<file path="src/rtl/fpu_addsub_seq.sv">
// Iterative half-precision add/subtract with valid/ready request and response channels.
// The alignment and normalise shifts move one bit per cycle, so each operation takes several cycles.
module fpu_addsub_seq #(
  parameter int GUARD_BITS = 3,
  parameter int MAX_ALIGN  = 13
) (
  input  logic        clk,
  input  logic        rst_n,
  input  logic        req_valid,
  output logic        req_ready,
  input  logic        op,
  input  logic [15:0] Asem,
  input  logic [15:0] Bsem,
  output logic        rsp_valid,
  input  logic        rsp_ready,
  output logic [15:0] Rsem,
  output logic [2:0]  flags
);
  localparam int MW = 11 + GUARD_BITS;

  typedef enum logic [2:0] {IDLE, UNPACK, ALIGN, ADD, NORM, PACK, RESP} state_t;
  state_t state;

  logic [15:0]   a_q, b_q;
  logic          sx, sy, rsign, rzero, uflow;
  logic [5:0]    ex;
  logic [4:0]    d;
  logic [MW-1:0] mx, my;
  logic [MW:0]   sum;

  // Larger-magnitude operand becomes X so the subtract never goes negative.
  logic        a_big, a_zero, b_zero;
  logic [15:0] big, sml;
  logic [4:0]  diff;
  logic [MW:0] sum_c;

  assign a_big  = a_q[14:0] >= b_q[14:0];
  assign big    = a_big ? a_q : b_q;
  assign sml    = a_big ? b_q : a_q;
  assign diff   = big[14:10] - sml[14:10];
  assign a_zero = a_q[14:10] == 5'd0;
  assign b_zero = b_q[14:10] == 5'd0;
  assign sum_c  = (sx == sy) ? ({1'b0, mx} + {1'b0, my}) : ({1'b0, mx} - {1'b0, my});

  always_ff @(posedge clk or negedge rst_n) begin
    if (!rst_n) begin
      state     <= IDLE;
      req_ready <= 1'b1;
      rsp_valid <= 1'b0;
      Rsem      <= 16'h0000;
      flags     <= 3'b000;
      a_q       <= '0;
      b_q       <= '0;
      sx        <= 1'b0;
      sy        <= 1'b0;
      rsign     <= 1'b0;
      rzero     <= 1'b0;
      uflow     <= 1'b0;
      ex        <= '0;
      d         <= '0;
      mx        <= '0;
      my        <= '0;
      sum       <= '0;
    end else begin
      case (state)
        IDLE: if (req_valid) begin
          a_q       <= Asem;
          b_q       <= {Bsem[15] ^ op, Bsem[14:0]};
          req_ready <= 1'b0;
          state     <= UNPACK;
        end
        UNPACK: begin
          if (a_q[14:10] == 5'h1f || b_q[14:10] == 5'h1f) begin
            Rsem <= 16'h7E00; flags <= 3'b100; rsp_valid <= 1'b1; state <= RESP;
          end else if (a_zero && b_zero) begin
            Rsem <= 16'h0000; flags <= 3'b000; rsp_valid <= 1'b1; state <= RESP;
          end else if (a_zero || b_zero) begin
            Rsem <= a_zero ? b_q : a_q; flags <= 3'b000; rsp_valid <= 1'b1; state <= RESP;
          end else begin
            sx    <= big[15];
            sy    <= sml[15];
            ex    <= {1'b0, big[14:10]};
            d     <= diff;
            mx    <= {1'b1, big[9:0], {GUARD_BITS{1'b0}}};
            my    <= {1'b1, sml[9:0], {GUARD_BITS{1'b0}}};
            state <= (diff == 5'd0) ? ADD : ALIGN;
          end
        end
        ALIGN: begin
          if (d > 5'(MAX_ALIGN)) begin
            my <= '0; d <= '0; state <= ADD;
          end else begin
            my <= my >> 1;
            d  <= d - 5'd1;
            if (d == 5'd1) state <= ADD;
          end
        end
        ADD: begin
          sum   <= sum_c;
          uflow <= 1'b0;
          rzero <= (sum_c == '0);
          rsign <= (sum_c == '0) ? 1'b0 : sx;
          // Already normalised (or exactly zero) results skip NORM entirely.
          if (sum_c == '0 || (!sum_c[MW] && sum_c[MW-1])) state <= PACK;
          else state <= NORM;
        end
        NORM: begin
          if (sum[MW]) begin
            sum <= sum >> 1; ex <= ex + 6'd1; state <= PACK;
          end else if (ex == 6'd1) begin
            rzero <= 1'b1; uflow <= 1'b1; state <= PACK;
          end else begin
            sum <= sum << 1;
            ex  <= ex - 6'd1;
            if (sum[MW-2]) state <= PACK;
          end
        end
        PACK: begin
          rsp_valid <= 1'b1;
          state     <= RESP;
          if (rzero) begin
            Rsem <= {rsign, 15'h0000}; flags <= {2'b00, uflow};
          end else if (ex >= 6'd31) begin
            Rsem <= {rsign, 5'h1f, 10'h000}; flags <= 3'b010;
          end else begin
            Rsem <= {rsign, ex[4:0], sum[MW-2:GUARD_BITS]}; flags <= 3'b000;
          end
        end
        RESP: if (rsp_ready) begin
          rsp_valid <= 1'b0;
          req_ready <= 1'b1;
          state     <= IDLE;
        end
        default: state <= IDLE;
      endcase
    end
  end
endmodule

</file>
<file path="config.mk">
export PLATFORM = sky130hd
export DESIGN_NAME = fpu_addsub_seq
export DESIGN_NICKNAME = d
export VERILOG_FILES = /design/src/rtl/fpu_addsub_seq.sv
export SDC_FILE = /design/constraint.sdc
export NUM_CORES = 1
export LEC_CHECK = 0
export ABC_AREA = 1
export ABC_CLOCK_PERIOD_IN_PS = 4490
export BUFFER_PORTS_ARGS = -buffer_cell sky130_fd_sc_hd__buf_2
export CORE_MARGIN = 2
export CORE_UTILIZATION = 39
export CTS_CLUSTER_SIZE = 30
export DETAILED_ROUTE_END_ITERATION = 8
export PLACE_DENSITY_LB_ADDON = 0.1
export SLEW_MARGIN = 20
export SYNTH_ARGS = -nofsm -noshare
export SYNTH_HDL_FRONTEND = slang
export SYNTH_SLANG_ARGS = --single-unit
</file>
<file path="constraint.sdc">
create_clock -name clk -period 4.49 [get_ports clk]
set_input_delay 0.2245 -clock clk [delete_from_list [all_inputs] [get_ports clk]]
set_output_delay 0.2245 -clock clk [all_outputs]
set_load 0.02 [all_outputs]
</file>
==> results.ini <==
[setup_path]
r2r_start = b_q[13]
critPathRequiredTime_ns = 4.75
end_kind = flip-flop
startpoint = b_q[13]
cpPeakStageDelay_ns = 0.38
rr_worst_depth = 21
cp_num_buf_inv = 3
regToRegSetupSlack_ns = 1.70
crit_arrival_ns = 3.05
reg2reg_to = state[0]
crit_top_cell = nand2_1
cpMaxStageDelayCell = dfrtp_1
worstPathMaxFanout = 7
worst-setup-path-type = flip-flop to flip-flop
critPathLaunchType = flip-flop
crit_family = simple AND/OR/NAND/NOR gates
cp_cell_sequence = inv_1, ha_1, nand2_1, nor2_2, nand3_1, nor2_2, nor2_2, nand2_2, nand2_1, nand3_1, ha_1, inv_1, nand3_2, nand2_1, nand3_1, nand2_1, nand2_1, nand3_1, nand3_1, nand2_1, inv_1

[yosys]
ys_ff_latch = 112
ys_types = 47
syn-num-nets = 1146
ys.flop_type = dfrtp_1
ys_seq_area_frac = 0.369
synth-edff-count = 0
ys_warn_count = 0
synth_area_um2 = 7600
syn_avg_cell_area_um2 = 7.14
syn_inst = 1064
synthArstFlopShare = 1.00

[clock_network]
insertion_delay_ns = 0.37
cts_buffers = 9
cts_tree = built
cts_resized = 0
cts_hold_buf = 0
postCtsSetupBuffers = 0
path_clk_slew_ns = 0.08
ctsHtreeMaxLevel = 3
cts_max_path_buffers = 2
cts_root_buf = clkbuf_16
clock-sinks = 112

[sta]
fmaxAchievable_mhz = 358
hold_viol = 8
relSlewSlack = 0.370
rsz0062_at_grt = false
worst_pin_slew_ns = 0.946
timing.hold.ws_ns = -0.0158
finalSetupViolations = 0
min_period_ns = 2.79
period_share = 0.622
skew_ns = 0.0104
drv_slew = 0
fin_setup_tns_ns = 0

[floorplan]
die_area_um2 = 20600
die_h_um = 144
start_util = 0.394
fp.dieW_um = 144
coreArea_um2 = 19300
rows = 51
ios = 58

[global_routing]
grt_overflow_total = 0
grt_pass1_vias = 6522
global_route.usage.total = 0.217
antenna_found_initial = 0
grt_pass1_wl_mm = 35.0
grt_max_degree = 71

[worst_hold_path]
hold_path.class = input pin to async pin

[run]
maxCapViolCount = 0

[finish]
antennaDiodeCount = 0
final_nets = 1184
area_growth_pct = 10.5
drive_gt1_frac = 0.101
multi_input_area_um2 = 4000
regArea_um2 = 2800
n_fill_cell = 2054

[drt]
via_per_inst = 5.09
drc = 0
drtIter0Drc = 474
wl_per_cell_um = 15.6
wl_mm = 21.4
first_pass_iters = 5
antenna_left = 0
num_vias = 6978

[run_status]
status = finished, violations left
violations = negative hold slack

[placement]
port_buffers = 57
place_congestion = 0.955
hpwl_mm = 16.4

==> cell families (layout without fill, tap and decap cells) <==
logic type      count (synthesis)  in the layout  synth area share
compound gates                263            263             0.199
xor+xnor                        9              9            0.0104
fa+ha+maj                      45             45            0.0751
buf+inv                       202            244             0.104
flops                         112            112             0.369
simple gates                  433            433             0.242
==> flip-flops by register name, indices dropped and copies added, names as in the netlist, 3 cells and up <==
name	flops
mx	11
d	5
Rsem	16
a_q	16
state	3
b_q	16
my	14
sum	15
ex	6
flags	3
==> Yosys cell counts, types with 7 or more instances <==
master	number	area (µm²)
dfrtp_1	111	2780
a21oi_1	75	375
clkbuf_1	19	71.3
ha_1	44	551
a22oi_1	21	158
o22ai_1	12	75.1
xor2_1	7	61.3
a221oi_1	8	70.1
o21ai_0	110	551
nor2_1	70	263
buf_2	17	85.1
nor2_2	11	68.8
nand2_1	251	942
a31oi_1	15	93.8
nand3_1	67	335
nand4_1	14	87.6
inv_1	156	586
==> layout by cell type, fill, tap and decap left out, types with 15 or more instances in the layout <==
master / Yosys / routed
nand3_1: 67 / 67
inv_1: 156 / 156
a22oi_1: 21 / 21
ha_1: 44 / 44
nand2_1: 251 / 251
nor2_1: 70 / 69
a31oi_1: 15 / 15
o21ai_0: 110 / 110
dfrtp_1: 111 / 111
buf_2: 17 / 56
a21oi_1: 75 / 75
==> routing by layer <==
metal,wire (µm),track usage
met1,11300,0.344
met2,8980,0.309
met3,787,0.0263
met4,380,0.0593
met5,0,0
==> worst max-delay path by stage <==
stage | end | slack (ns) | cells past startpoint
2_1_floorplan | state[0] | 2.19 | 23
3_3_place_gp | state[0] | 1.74 | 23
3_5_place_dp | state[0] | 1.72 | 17
4_1_cts | state[0] | 1.67 | 17
5_1_grt | state[0] | 1.32 | 19
6_report | state[0] | 1.70 | 21
==> layout make-up <==
cell class,count,area share
multi-input combinational,750,0.477
clock inverter,3,0.00298
inverter,163,0.0729
clock buffer,12,0.0317
tap,265,0.0395
timing repair buffer,66,0.0423
sequential,112,0.334
==> through the flow <==
stage	cell area (µm²)	std cells	setup WS (ns)	hold slack (ns)	utilization
final	8400	1371	1.70	-0.0158	0.436
after global routing	8400	1371	1.32	0.0673	0.436
after CTS	8400	1371	1.67	0.0314	0.436
after detailed placement	8110	1356	1.72	0.427	0.421
after global placement	8110	1356	1.74	0.422	0.421
after floorplan	7600	1064	2.19	-0.0711	-
Power is not shown: default switching activity piles up to over one toggle a cycle in this logic, so the estimate is an artifact.
